--- config.mk ---
export PLATFORM = sky130hd
export DESIGN_NAME = usart_rx_fifo_bamse
export DESIGN_NICKNAME = d
export VERILOG_FILES = /design/src/rtl/usart_rx_fifo_bamse_pkg.sv /design/src/rtl/usart_rx_fifo_bamse_fifo.sv /design/src/rtl/usart_rx_fifo_bamse.sv
export SDC_FILE = /design/constraint.sdc
export NUM_CORES = 1
export LEC_CHECK = 0
export ABC_AREA = 1
export CORE_MARGIN = 10
export CORE_UTILIZATION = 50
export DETAILED_ROUTE_END_ITERATION = 7
export PLACE_DENSITY = 0.73
export SKIP_CTS_REPAIR_TIMING = 1
export SLEW_MARGIN = 25
export SYNTH_ARGS = -nofsm -noshare
export SYNTH_HDL_FRONTEND = slang
export SYNTH_HIERARCHICAL = 1
export SYNTH_SLANG_ARGS = --single-unit
--- constraint.sdc ---
create_clock -name clk -period 2.74 [get_ports clk]
set_input_delay 0.411 -clock clk [delete_from_list [all_inputs] [get_ports clk]]
set_output_delay 0.411 -clock clk [all_outputs]
set_load 0.05 [all_outputs]
--- src/rtl/usart_rx_fifo_bamse_pkg.sv ---
// Shared definitions for the Bamse USART receiver family.
// Holds the receive FSM state encodings, the status byte bit positions,
// the default port addresses and a helper that assembles the status byte.
// No ports; imported by usart_rx_fifo_bamse and usart_rx_fifo_bamse_fifo.
package usart_rx_fifo_bamse_pkg;

  // Receive FSM state encodings (kept as plain constants for legacy tools)
  localparam logic [2:0] ST_IDLE   = 3'd0;
  localparam logic [2:0] ST_START  = 3'd1;
  localparam logic [2:0] ST_DATA   = 3'd2;
  localparam logic [2:0] ST_PARITY = 3'd3;
  localparam logic [2:0] ST_STOP   = 3'd4;
  localparam logic [2:0] ST_BREAK  = 3'd5;

  // Status byte bit positions
  localparam int STAT_NOT_EMPTY = 0;
  localparam int STAT_FULL      = 1;
  localparam int STAT_OVR       = 2;
  localparam int STAT_FERR      = 3;
  localparam int STAT_PERR      = 4;

  // Default port addresses on the CPU input-port bus
  localparam logic [7:0] DEF_ADDR      = 8'h0a;
  localparam logic [7:0] DEF_STAT_ADDR = 8'h0b;

  // Assemble the status byte; the upper three bits always read as zero
  function automatic logic [7:0] packStatus(input logic notEmpty, input logic full,
                                            input logic ovr, input logic ferr,
                                            input logic perr);
    logic [7:0] s;
    s = 8'h00;
    s[STAT_NOT_EMPTY] = notEmpty;
    s[STAT_FULL]      = full;
    s[STAT_OVR]       = ovr;
    s[STAT_FERR]      = ferr;
    s[STAT_PERR]      = perr;
    return s;
  endfunction

endpackage

--- src/rtl/usart_rx_fifo_bamse_fifo.sv ---
// Synchronous receive FIFO for the Bamse USART receiver.
// Ports:
//   clk, rst   system clock, synchronous active-high reset (flushes the FIFO)
//   push_i     write data_i this cycle (ignored when full unless popping too)
//   pop_i      remove the head entry this cycle (ignored when empty)
//   data_i     byte to store
//   data_o     current head entry (undefined content when empty)
//   full_o     FIFO holds DEPTH entries
//   empty_o    FIFO holds no entries
//   count_o    number of stored entries, width clog2(DEPTH)+1
module usart_rx_fifo_bamse_fifo
  import usart_rx_fifo_bamse_pkg::*;
#(
  parameter int DEPTH = 8,
  localparam int AW = (DEPTH > 1) ? $clog2(DEPTH) : 1,
  localparam int CW = $clog2(DEPTH) + 1
) (
  input  logic          clk,
  input  logic          rst,
  input  logic          push_i,
  input  logic          pop_i,
  input  logic [7:0]    data_i,
  output logic [7:0]    data_o,
  output logic          full_o,
  output logic          empty_o,
  output logic [CW-1:0] count_o
);

  logic [7:0]    mem [DEPTH];
  logic [AW-1:0] wrPtr_q, rdPtr_q;
  logic [CW-1:0] count_q;
  logic          doPush, doPop;

  assign full_o  = (count_q == CW'(DEPTH));
  assign empty_o = (count_q == '0);
  assign count_o = count_q;
  assign data_o  = mem[rdPtr_q];

  // A full FIFO still accepts a push when the head leaves in the same cycle:
  // the write lands in the slot being vacated.
  assign doPop  = pop_i && !empty_o;
  assign doPush = push_i && (!full_o || doPop);

  // Storage has no reset; emptiness is tracked by the pointers and count
  always_ff @(posedge clk) begin
    if (doPush) mem[wrPtr_q] <= data_i;
  end

  // Pointers wrap naturally because DEPTH is a power of two
  always_ff @(posedge clk) begin
    if (rst) begin
      wrPtr_q <= '0;
      rdPtr_q <= '0;
      count_q <= '0;
    end else begin
      if (doPush) wrPtr_q <= wrPtr_q + AW'(1);
      if (doPop)  rdPtr_q <= rdPtr_q + AW'(1);
      case ({doPush, doPop})
        2'b10:   count_q <= count_q + CW'(1);
        2'b01:   count_q <= count_q - CW'(1);
        default: count_q <= count_q;
      endcase
    end
  end

endmodule

--- src/rtl/usart_rx_fifo_bamse.sv ---
// Bamse USART receiver with receive FIFO, status port and level interrupt.
// Deserialises 8N1 serial (8E1/8O1 when USART_RX_PARITY_EN is defined) into
// a DEPTH-entry FIFO readable on the CPU input-port bus.
// Ports:
//   clk, rst     system clock, synchronous active-high reset
//   rx           asynchronous serial input, idle high
//   clk_per_bit  clocks per bit period (>= 8), latched at each start edge
//   parity_odd   0 = even, 1 = odd parity (only with USART_RX_PARITY_EN)
//   address      port address from the CPU
//   ren          one-clock read strobe
//   port_out     combinational read data (FIFO head or status byte)
//   int_rx       registered interrupt, set while count >= INT_LEVEL
// Configuration macro: USART_RX_PARITY_EN adds the parity bit and perr flag.
module usart_rx_fifo_bamse
  import usart_rx_fifo_bamse_pkg::*;
#(
  parameter logic [7:0] ADDR      = DEF_ADDR,
  parameter logic [7:0] STAT_ADDR = DEF_STAT_ADDR,
  parameter int         DEPTH     = 8,
  parameter int         INT_LEVEL = 1,
  parameter int         CPB_W     = 12
) (
  input  logic             clk,
  input  logic             rst,
  input  logic             rx,
  input  logic [CPB_W-1:0] clk_per_bit,
  input  logic             parity_odd,
  input  logic [7:0]       address,
  input  logic             ren,
  output logic [7:0]       port_out,
  output logic             int_rx
);

  localparam int CW = $clog2(DEPTH) + 1;
  localparam logic [CW-1:0] INT_LVL = CW'(INT_LEVEL);

  logic rxMeta_q, rxSync_q, rxPrev_q, armed_q;
  logic [2:0]       state_q, state_d;
  logic [CPB_W-1:0] cpb_q, cpb_d, tick_q, tick_d;
  logic [2:0]       bitCnt_q, bitCnt_d;
  logic [7:0]       shift_q, shift_d;
  logic             push, setFerr, setPerr;
  logic             ovr_q, ferr_q, perr_q, intRx_q;
  logic [7:0]       head;
  logic             full, empty;
  logic [CW-1:0]    count;
  logic             dataSel, statSel, popReq, clrFlags, ovrSet;

`ifdef USART_RX_PARITY_EN
  logic parityBad_q, parityBad_d;
`else
  logic unusedParity;
  assign unusedParity = parity_odd;
`endif

  // Two-flop synchroniser plus a delayed copy for edge detection. The
  // receiver stays disarmed after reset until the line has been seen idle,
  // so a line held low through reset cannot fake a start edge.
  always_ff @(posedge clk) begin
    if (rst) begin
      rxMeta_q <= 1'b0;
      rxSync_q <= 1'b0;
      rxPrev_q <= 1'b0;
      armed_q  <= 1'b0;
    end else begin
      rxMeta_q <= rx;
      rxSync_q <= rxMeta_q;
      rxPrev_q <= rxSync_q;
      if (rxSync_q) armed_q <= 1'b1;
    end
  end

  // Frame FSM: START samples half a bit in to reject glitches, then every
  // later sample is one full bit period after the previous one.
  always_comb begin
    state_d  = state_q;
    cpb_d    = cpb_q;
    tick_d   = tick_q;
    bitCnt_d = bitCnt_q;
    shift_d  = shift_q;
    push     = 1'b0;
    setFerr  = 1'b0;
    setPerr  = 1'b0;
`ifdef USART_RX_PARITY_EN
    parityBad_d = parityBad_q;
`endif
    case (state_q)
      ST_IDLE: begin
        if (armed_q && rxPrev_q && !rxSync_q) begin
          state_d = ST_START;
          cpb_d   = clk_per_bit;
          tick_d  = '0;
        end
      end
      ST_START: begin
        if (tick_q == (cpb_q >> 1) - CPB_W'(1)) begin
          tick_d   = '0;
          bitCnt_d = '0;
          state_d  = rxSync_q ? ST_IDLE : ST_DATA;
        end else begin
          tick_d = tick_q + CPB_W'(1);
        end
      end
      ST_DATA: begin
        if (tick_q == cpb_q - CPB_W'(1)) begin
          tick_d   = '0;
          shift_d  = {rxSync_q, shift_q[7:1]};
          bitCnt_d = bitCnt_q + 3'd1;
          if (bitCnt_q == 3'd7) begin
`ifdef USART_RX_PARITY_EN
            state_d = ST_PARITY;
`else
            state_d = ST_STOP;
`endif
          end
        end else begin
          tick_d = tick_q + CPB_W'(1);
        end
      end
`ifdef USART_RX_PARITY_EN
      ST_PARITY: begin
        if (tick_q == cpb_q - CPB_W'(1)) begin
          tick_d      = '0;
          parityBad_d = ((^shift_q) ^ rxSync_q) != parity_odd;
          state_d     = ST_STOP;
        end else begin
          tick_d = tick_q + CPB_W'(1);
        end
      end
`endif
      ST_STOP: begin
        if (tick_q == cpb_q - CPB_W'(1)) begin
          tick_d = '0;
          if (rxSync_q) begin
            push    = 1'b1;
`ifdef USART_RX_PARITY_EN
            setPerr = parityBad_q;
`endif
            state_d = ST_IDLE;
          end else begin
            setFerr = 1'b1;
            state_d = ST_BREAK;
          end
        end else begin
          tick_d = tick_q + CPB_W'(1);
        end
      end
      ST_BREAK: begin
        if (rxSync_q) state_d = ST_IDLE;
      end
      default: state_d = ST_IDLE;
    endcase
  end

  always_ff @(posedge clk) begin
    if (rst) begin
      state_q  <= ST_IDLE;
      cpb_q    <= '0;
      tick_q   <= '0;
      bitCnt_q <= '0;
      shift_q  <= '0;
`ifdef USART_RX_PARITY_EN
      parityBad_q <= 1'b0;
`endif
    end else begin
      state_q  <= state_d;
      cpb_q    <= cpb_d;
      tick_q   <= tick_d;
      bitCnt_q <= bitCnt_d;
      shift_q  <= shift_d;
`ifdef USART_RX_PARITY_EN
      parityBad_q <= parityBad_d;
`endif
    end
  end

  assign dataSel  = (address == ADDR);
  assign statSel  = (address == STAT_ADDR);
  assign popReq   = ren && dataSel;
  assign clrFlags = ren && statSel;
  assign ovrSet   = push && full && !popReq;

  usart_rx_fifo_bamse_fifo #(.DEPTH(DEPTH)) uFifo (
    .clk     (clk),
    .rst     (rst),
    .push_i  (push),
    .pop_i   (popReq),
    .data_i  (shift_q),
    .data_o  (head),
    .full_o  (full),
    .empty_o (empty),
    .count_o (count)
  );

  // Sticky error flags: a status read clears them, but an error arriving in
  // the same cycle as the clear takes priority and stays visible.
  always_ff @(posedge clk) begin
    if (rst) begin
      ovr_q   <= 1'b0;
      ferr_q  <= 1'b0;
      perr_q  <= 1'b0;
      intRx_q <= 1'b0;
    end else begin
      ovr_q   <= (ovr_q  && !clrFlags) || ovrSet;
      ferr_q  <= (ferr_q && !clrFlags) || setFerr;
      perr_q  <= (perr_q && !clrFlags) || setPerr;
      intRx_q <= (count >= INT_LVL);
    end
  end

  assign int_rx = intRx_q;

  // Read mux; the data port reads zero rather than stale storage when empty
  always_comb begin
    port_out = 8'h00;
    if (dataSel) begin
      port_out = empty ? 8'h00 : head;
    end else if (statSel) begin
      port_out = packStatus(!empty, full, ovr_q, ferr_q, perr_q);
    end
  end

endmodule
==> impl_metrics.toml, run 1 <==
[outcome]
status = "finished, final reports clean"

[pwr]
power_density_nw_per_um2 = 604.7
p_leak_nw = 3.549
p_int_mw = 3.456
switchingPower_mw = 1.492
switching_share = 0.3016
p_total_mw = 4.948
clkPwrFrac = 0.423
p_comb_frac = 0.169
p_seq_frac = 0.408
vdd_drop_max_mv = 0.4698

[sta]
rsz0062_at_grt = "true"
max_freq_mhz = 374.4
period_share = 0.9748
slew_viol_final = 0
worst_pin_slew_ns = 0.7062
hold_violations = 0
fin_skew_ns = 0.006937
max-slew-margin-rel = 0.5256
finalSetupViolCount = 0
period_needed_ns = 2.671
setup_tns_ns = 0

[cts]
clockBufferDepth = 2
cts_tree = "built"
cts_max_level = 4
numCtsBuffers = 17
cts.reportedPaths.clkPinSlew_ns = 0.06
cts_root_buf = "clkbuf_16"
clkLatencyLatePin_ns = 0.42
cts_sinks = 123

[logic_synthesis]
syn_area_um2 = 6544
postSynthCellCount = 809
ys_types = 41
yosysMostFrequentCell = "nand2_1"
synthFlopType = "edfxtp_1"
syn_nets = 844
synthArstFlopShare = 0
synth_edf_count = 64
yosysTopAreaCell = "edfxtp_1"
synth_top_cell_area_share = 0.2937
syn_area_per_cell_um2 = 8.089
synth_commonest_cells = "210 x nand2_1, 92 x inv_1, 81 x nor2_1, 64 x edfxtp_1, 59 x dfxtp_1"
netlist_top_cells_area = "edfxtp_1 29%, dfxtp_1 18%, nand2_1 12%"
yosysWarnings = 6
ys_ff_latch = 123
yosysSeqAreaShare = 0.4742

[die]
dieArea_um2 = 18060
io_pins = 34
fp.dieH_um = 134.4
die_w_um = 134.4
placement_rows = 41
fp.coreArea_um2 = 12720
start_util = 0.5144

[routing]
via_per_inst = 4.974
drt-initial-drc-count = 344
vias = 5312
drc = 0
wl_um = 14140
first_pass_iters = 5
drtAntennaViolNets = 0
routedWlPerCell_um = 13.24

[worst_setup_path]
cp_data_required_time_ns = 3.06
cp-start-kind = "register"
ff2ff_setup_slack_ns = 0.07
critPathCaptureType = "register"
crit_type = "register to register"
critPathMaxFanout = 4
critPathLaunch = "cpb_q[1]"
timing.rr.start = "cpb_q[1]"
arrival_ns = 2.99

[global_routing]
antenna_found_initial = 0
track_usage = 0.1589
grt_pass1_vias = 4922
grt_pass1_wl_um = 23290
globalRouteOverflowTotal = 0
grt_start_max_net_pins = 33

[layout]
drive_gt1_frac = 0.2098
diodes = 0
fin_nets = 918
area_growth_pct = 25.05

[place]
hpwl_um = 9946
io_buffer_count = 32
place_congestion = 0.8830

[min_path]
holdCritPathClass = "register to register"
min_from = "rxMeta_q"

[flow_run]
drv_cap = 0
[per-stage QoR]
stage | worst slack [ns] | instances | hold slack [ns] | cell area [um2] | util
detailed placement | -0.06291 | 1030 | 0.4051 | 7381 | 0.5802
global placement | -0.009511 | 1030 | 0.3900 | 7381 | 0.5802
CTS | -0.07156 | 1062 | 0.4132 | 7935 | 0.6237
finish | 0.06900 | 1068 | 0.4105 | 8183 | 0.6432
global route | -0.1918 | 1068 | 0.4560 | 8183 | 0.6432
floorplan | 0.009652 | 809 | 0.3883 | 6590 | -
[cell type report]
cell class / instances / area, um2
Timing Repair Buffer: 84 / 828.3
Sequential cell: 123 / 3109
Clock inverter: 15 / 128.9
Inverter: 110 / 427.9
Tap cell: 172 / 215.2
Multi-Input combinational cell: 547 / 3048
Fill cell: 1054 / 4539
Clock buffer: 17 / 425.4
[logic make-up (layout without fill, tap and decap cells)]
family	count (synthesis)	count (layout)	share of synthesized area
simple gates	395	395	0.2742
xor+xnor	26	26	0.03480
compound gates	100	100	0.08260
flops	123	123	0.4742
mux	16	16	0.02447
buf+inv	139	226	0.08948
fa+ha+maj	10	10	0.02027
[state kept, by name, indices dropped and copies added (netlist names), 3 cells and up, named ones only]
signal,count
bitCnt_q,3
cpb_q,12
shift_q,8
state_q,3
tick_q,12
uFifo/count_o,4
uFifo/mem,64
uFifo/rdPtr_q,3
uFifo/wrPtr_q,3
[layout by cell type (no fill, tap or decap), types with 6 or more instances in the layout]
cell / n
a21oi_1: 34
buf_12: 8
buf_4: 43
buf_6: 8
clkbuf_16: 17
clkdlybuf4s50_1: 24
clkinvlp_4: 6
dfxtp_1: 54
edfxtp_1: 64
inv_1: 88
inv_2: 13
inv_4: 6
inv_6: 6
mux2i_1: 16
nand2_1: 208
nand2_2: 17
nand2_4: 8
nand3_1: 35
nand3_2: 6
nand4_1: 6
nor2_1: 71
nor2_2: 11
nor2_4: 14
o21ai_0: 23
o21ai_1: 19
o22ai_1: 17
xnor2_1: 11
xor2_1: 15
[power groups by stage]
stage / combinational (mW) / sequential (mW) / clock [mW]
global placement: 0.816 / 2.06 / 0
finish: 0.837 / 2.02 / 2.09
floorplan: 0.660 / 2.05 / 0
global route: 0.956 / 2.02 / 2.21
CTS: 0.838 / 2.02 / 2.13
detailed placement: 0.830 / 2.06 / 0
[critical path, cell delays in order, from the launching register on]
cell and delay, ns:
dfxtp_2 0.34, inv_4 0.08, ha_4 0.16, inv_4 0.04, nor2_4 0.12, nand2_2 0.06, nand2_1 0.06, nand2_1 0.06
inv_2 0.04, nand2_1 0.03, nor2_1 0.10, nand2_1 0.08, nor2_2 0.13, nand2_2 0.08, nor3_4 0.18, inv_2 0.08
nand3_4 0.08, inv_4 0.05, ha_4 0.28, nand3_2 0.11, nand3_2 0.11, nand2_2 0.07, a21oi_2 0.14, nor2_1 0.05
[layer usage]
metal  GRT usage  vias to the layer above  routed length [um]
met5           0                        -                   0
met4     0.05865                        0                 192
met3     0.04220                       16                 570
met2      0.2523                      114                6567
met1      0.2027                     2424                6813
li1            -                     2758                   -
[final timing paths]
path / endpoint / depth (start not counted)
worst max-delay path: uFifo/count_o[3] / 23
worst min-delay path: rxSync_q / 2
worst max register to register: uFifo/count_o[3] / 23
worst min register to register: rxSync_q / 2
(Power assumes the default switching activity.)
==> run 2, diff against run 1 <==
--- a/config.mk
+++ b/config.mk
@@ -9,6 +9,7 @@
 export CORE_MARGIN = 10
 export CORE_UTILIZATION = 50
 export DETAILED_ROUTE_END_ITERATION = 7
+export GPL_ROUTABILITY_DRIVEN = 0
 export PLACE_DENSITY = 0.73
 export SKIP_CTS_REPAIR_TIMING = 1
 export SLEW_MARGIN = 25
==> constraint.sdc (replaced) <==
create_clock -name clk -period 2.74 [get_ports clk]
set_input_delay 0.411 -clock clk [delete_from_list [all_inputs] [get_ports clk]]
set_output_delay 0.411 -clock clk [all_outputs]
set_load 0.02 [all_outputs]
==> run 2 against run 1 <==
Net effect:
- the flow now finishes with violations (negative setup slack)
- largest cell class unchanged
- sequential cell count did not move
- cell area down 0.76%
- sequential power is essentially flat
- highest routed layer unchanged
==> impl_metrics.toml, run 2 (synthesis gave the netlist of run 1 again) <==
[outcome]
status = "finished, violations left"
violations = "negative setup slack"

[die]
start_util = 0.5144
dieArea_um2 = 18060
die_w_um = 134.4
fp.dieH_um = 134.4
io_pins = 34
fp.coreArea_um2 = 12720
placement_rows = 41

[worst_setup_path]
ff2ff_setup_slack_ns = -0.01
crit_type = "register to register"
slowest_delay_ns = 0.35
path_delay_family = "simple AND/OR/NAND/NOR gates"
arrival_ns = 3.06
cp_data_required_time_ns = 3.05
crit_slowest_cell = "dfxtp_2"
cp_num_buf_inv = 4
cp-start-kind = "register"
crit_chain = "inv_4 > ha_4 > inv_2 > nand2_1 > nand2_1 > nor2_2 > nand3_1 > nor2_1 > nand2_1 > nor2_2 > nand2_2 > nor3_4 > inv_2 > nand3_4 > inv_4 > ha_4 > nand3_2 > nand3_2 > nand2_2 > a21oi_2 > nor2_2"
critPathCaptureType = "register"
critPathMaxFanout = 4

[global_routing]
track_usage = 0.1594
grt_start_max_net_pins = 34
globalRouteOverflowTotal = 0
grt_pass1_vias = 5036
antenna_found_initial = 0
grt_pass1_wl_um = 23450

[layout]
final_cells = 1074
largest_reg_flops = 64
fin_nets = 924
mostFrequentLayoutCell = "nand2_1"
final_core_util = 0.6383
reg_top3 = "uFifo/mem: 64 flops, cpb_q: 12 flops, tick_q: 12 flops"
mostFrequentLayoutCells = "207 x nand2_1, 87 x inv_1, 71 x nor2_1"
postLayoutCellArea_um2 = 8120
regMostFlops = "uFifo/mem"
area_growth_pct = 24.09
drive_gt1_frac = 0.2029
diodes = 0

[routing]
drt-initial-drc-count = 347
first_pass_iters = 4
routedWlPerCell_um = 13.04
via_per_inst = 4.990
wl_um = 14000
drc = 0
vias = 5359
drtAntennaViolNets = 0

[sta]
period_share = 1.004
max_freq_mhz = 363.4
setup_ws_ns = -0.01189
finalSetupViolCount = 1
rsz0062_at_grt = "true"
hold_violations = 0
worst_pin_slew_ns = 0.7259
fin_skew_ns = 0.009389
slew_viol_final = 0
whs_ns = 0.4049
period_needed_ns = 2.752
max-slew-margin-rel = 0.5123

[place]
dp_cells = 1039
io_buffer_count = 32
dp_slack_ns = -0.1107
hpwl_um = 9798
place_area_um2 = 7393

[cts]
cts_root_buf = "clkbuf_16"
clockBufferDepth = 2
cts_max_level = 4
numCtsBuffers = 17
cts_tree = "built"
clkLatencyLatePin_ns = 0.42
cts.reportedPaths.clkPinSlew_ns = 0.06
cts_sinks = 123

[min_path]
holdCritPathClass = "register to register"

[pwr]
power_density_nw_per_um2 = 608.5
p_leak_nw = 3.702
vdd_drop_max_mv = 0.3579

[flow_run]
drv_cap = 0
## run 2: cell count changes in the layout (fill, tap and decap cells not counted), sizes merged
cell          change
buf               -2
bufinv            +1
clkbuf            +1
clkinv            +5
clkinvlp          -3
dlymetal6s2s      +8
inv               -4
## run 2: path summary, 6_finish.rpt
kind,startpoint,to,cells past startpoint
worst max-delay path,cpb_q[1],uFifo/count_o[3],21
worst min-delay path,rxMeta_q,rxSync_q,2
worst max register to register,cpb_q[1],uFifo/count_o[3],21
worst min register to register,rxMeta_q,rxSync_q,2
## run 2: final cells by class
type                            count  area, um2
Inverter                          110      420.4
Tap cell                          172      215.2
Fill cell                        1083       4602
Sequential cell                   123       3108
Clock inverter                     14      121.4
Timing Repair Buffer               90      827.0
Multi-Input combinational cell    547       2999
Clock buffer                       18      429.2
## run 2: per-layer routing
metal / vias to the layer above / wire (um) / track usage
met5: - / 0 / 0
met4: 0 / 261 / 0.07195
met3: 26 / 715 / 0.04033
met2: 140 / 6497 / 0.2540
met1: 2423 / 6529 / 0.1989
li1: 2770 / - / -
## run 2: where the power goes
part	leakage (nW)	switching, mW	total (mW)	internal, mW
clock network	0.260	0.839	2.08	1.25
registers	1.07	0.0482	2.02	1.97
logic	2.37	0.531	0.838	0.307
total	3.70	1.42	4.94	3.52
## run 2: worst register-to-register path: stages (launching register included)
cell and delay [ns]:
dfxtp_2 0.35, inv_4 0.05, ha_4 0.26, inv_2 0.03
nand2_1 0.04, nand2_1 0.06, nor2_2 0.13, nand3_1 0.09
nor2_1 0.10, nand2_1 0.08, nor2_2 0.15, nand2_2 0.09
nor3_4 0.22, inv_2 0.09, nand3_4 0.08, inv_4 0.04
ha_4 0.29, nand3_2 0.11, nand3_2 0.11, nand2_2 0.07
a21oi_2 0.15, nor2_2 0.05
## run 2: stage by stage
stage | setup TNS, ns | total power, mW
6_report | -0.01189 | 4.941
3_5_place_dp | -4.302 | 2.894
4_1_cts | -6.348 | 4.972
5_1_grt | -1.705 | 5.176
2_1_floorplan | 0 | 2.710
3_3_place_gp | -3.283 | 2.877
==> run 3, diff against run 2 <==
--- a/config.mk
+++ b/config.mk
@@ -15,5 +15,4 @@
 export SLEW_MARGIN = 25
 export SYNTH_ARGS = -nofsm -noshare
 export SYNTH_HDL_FRONTEND = slang
-export SYNTH_HIERARCHICAL = 1
 export SYNTH_SLANG_ARGS = --single-unit
==> run 3 against run 2 <==
Net effect:
- power grew 2.0%
- cell area shrank 8.3%
- setup slack gained 0.062 ns
- highest routed layer unchanged
- register-to-register slack gained 0.06 ns
- sequential cell count is the same
- cell count shrank 11%
- synthesized area shrank 7.1%
- hold slack gained 0.025 ns
- the flow now finishes without violations
==> impl_metrics.toml, run 3 <==
[global_routing]
grt_start_max_net_pins = 33
grt_pass1_wl_um = 23180
grt_pass1_vias = 4847
antenna_found_initial = 0
track_usage = 0.1737
globalRouteOverflowTotal = 0

[layout]
reg_top3 = "uFifo.mem: 64 flops, cpb_q: 12 flops, tick_q: 12 flops"
mostFrequentLayoutCell = "nand2_1"
drive_gt1_frac = 0.1430
regMostFlops = "uFifo.mem"
largest_reg_flops = 64
area_growth_pct = 22.38
nFillCells = 949
postLayoutCellArea_um2 = 7443
multi_input_area_um2 = 2590
final_cells = 951
mostFrequentLayoutCells = "142 x nand2_1, 108 x nor2_1, 78 x inv_1"
diodes = 0
fin_nets = 827
final-seq-area_um2 = 3104

[sta]
hold_violations = 0
max_freq_mhz = 371.7
finalSetupViolCount = 0
max-slew-margin-rel = 0.5977
fin_skew_ns = 0.008574
whs_ns = 0.4300
slew_viol_final = 0
rsz0062_at_grt = "true"
worst_pin_slew_ns = 0.6028
setup_ws_ns = 0.04996
period_share = 0.9818
period_needed_ns = 2.690

[outcome]
status = "finished, final reports clean"

[logic_synthesis]
synth_top_cell_area_share = 0.3160
yosysMostFrequentCell = "nand2_1"
yosysSeqAreaShare = 0.5102
postSynthCellCount = 723
syn_nets = 759
netlist_top_cells_area = "edfxtp_1 32%, dfxtp_1 19%, nand2_1 8.8%"
ys_types = 44
synth_commonest_cells = "142 x nand2_1, 109 x nor2_1, 80 x inv_1, 67 x o21ai_0, 64 x edfxtp_1"
syn_area_per_cell_um2 = 8.412
synthFlopType = "edfxtp_1"
synthArstFlopShare = 0
ys_ff_latch = 123
yosysTopAreaCell = "edfxtp_1"
yosysWarnings = 0
syn_area_um2 = 6082
synth_edf_count = 64

[routing]
drtAntennaViolNets = 0
drt-initial-drc-count = 398
routedWlPerCell_um = 15.15
vias = 5097
drc = 0
via_per_inst = 5.360
wl_um = 14410
first_pass_iters = 7

[pwr]
p_total_mw = 5.041
clkPwrFrac = 0.446
p_int_mw = 3.620
p_seq_frac = 0.402
switchingPower_mw = 1.422
power_density_nw_per_um2 = 677.3
switching_share = 0.2820
p_comb_frac = 0.152
vdd_drop_max_mv = 0.3560
p_leak_nw = 3.323

[worst_setup_path]
cp_common_cell = "nand2_1"
critPathMaxFanout = 3
arrival_ns = 2.99
slowest_delay_ns = 0.36
crit_type = "register to register"
cp-start-kind = "register"
crit_chain = "inv_1 > ha_1 > inv_1 > nand2_1 > nand2_1 > nand2_1 > nor2_2 > nand2_2 > nor2_4 > nand3_4 > nor2_8 > nand3_2 > ha_1 > nor4_1 > o22ai_1 > o21ai_1 > a21oi_1"
critPathCaptureType = "register"
cp_data_required_time_ns = 3.04
ff2ff_setup_slack_ns = 0.05
crit_slowest_cell = "dfxtp_2"
path_delay_family = "simple AND/OR/NAND/NOR gates"
cp_num_buf_inv = 2

[die]
placement_rows = 40
die_w_um = 130.3
fp.dieH_um = 130.3
io_pins = 34
fp.coreArea_um2 = 11960
start_util = 0.5085
dieArea_um2 = 16980

[cts]
clockBufferDepth = 2
cts_tree = "built"
cts_root_buf = "clkbuf_16"
clkLatencyLatePin_ns = 0.41
cts_sinks = 123
cts_max_level = 4
numCtsBuffers = 17
cts.reportedPaths.clkPinSlew_ns = 0.06

[place]
hpwl_um = 10120
dp_slack_ns = -0.2174
place_area_um2 = 6805
dp_cells = 919
io_buffer_count = 32

[flow_run]
drv_cap = 0

[min_path]
holdCritPathClass = "register to register"
run 3: through the flow:
step | TNS [ns] | utilization
global placement | -0.9735 | 0.5689
finish | 0 | 0.6223
global route | -0.1111 | 0.6223
detailed placement | -2.096 | 0.5689
CTS | -1.499 | 0.6189
floorplan | 0 | -
run 3: final timing paths:
check | start | to | cells after the start
max | cpb_q[0] | uFifo.count_o[3] | 17
min reg2reg | rxMeta_q | rxSync_q | 2
max reg2reg | cpb_q[0] | uFifo.count_o[3] | 17
min | rxMeta_q | rxSync_q | 2
run 3: cell type report:
type / count / area share
well taps: 147 / 0.02471
multi-input cells: 493 / 0.3480
inverters: 87 / 0.04455
clock inverters: 14 / 0.02135
repair buffers: 69 / 0.08539
flip-flops and latches: 123 / 0.4170
clock buffers: 18 / 0.05900
run 3: worst register-to-register path, stage by stage (launching register included):
cell and delay (ns):
dfxtp_2 0.36, inv_1 0.07, ha_1 0.31, inv_1 0.07, nand2_1 0.04, nand2_1 0.07
nand2_1 0.08, nor2_2 0.12, nand2_2 0.07, nor2_4 0.12, nand3_4 0.10, nor2_8 0.13
nand3_2 0.09, ha_1 0.32, nor4_1 0.32, o22ai_1 0.13, o21ai_1 0.13, a21oi_1 0.05
run 3: kinds of logic after synthesis:
family / synth area share
buf+inv: 0.06830
compound gates: 0.1317
simple gates: 0.2341
flops: 0.5102
fa+ha+maj: 0.02263
xor+xnor: 0.03312
run 3: layer usage:
| layer | GRT usage | wire (um) |
|---|---|---|
| met4 | 0.07209 | 277 |
| met5 | 0 | 0 |
| met1 | 0.1971 | 6033 |
| met2 | 0.3096 | 7419 |
| met3 | 0.03651 | 680 |
run 3: power by group through the flow:
stage          sequential [mW]  clock (mW)  combinational [mW]
3_3_place_gp              2.06           0               0.722
5_1_grt                   2.03        2.36               0.864
2_1_floorplan             2.05           0               0.590
4_1_cts                   2.02        2.27               0.765
6_report                  2.02        2.25               0.767
3_5_place_dp              2.06           0               0.758
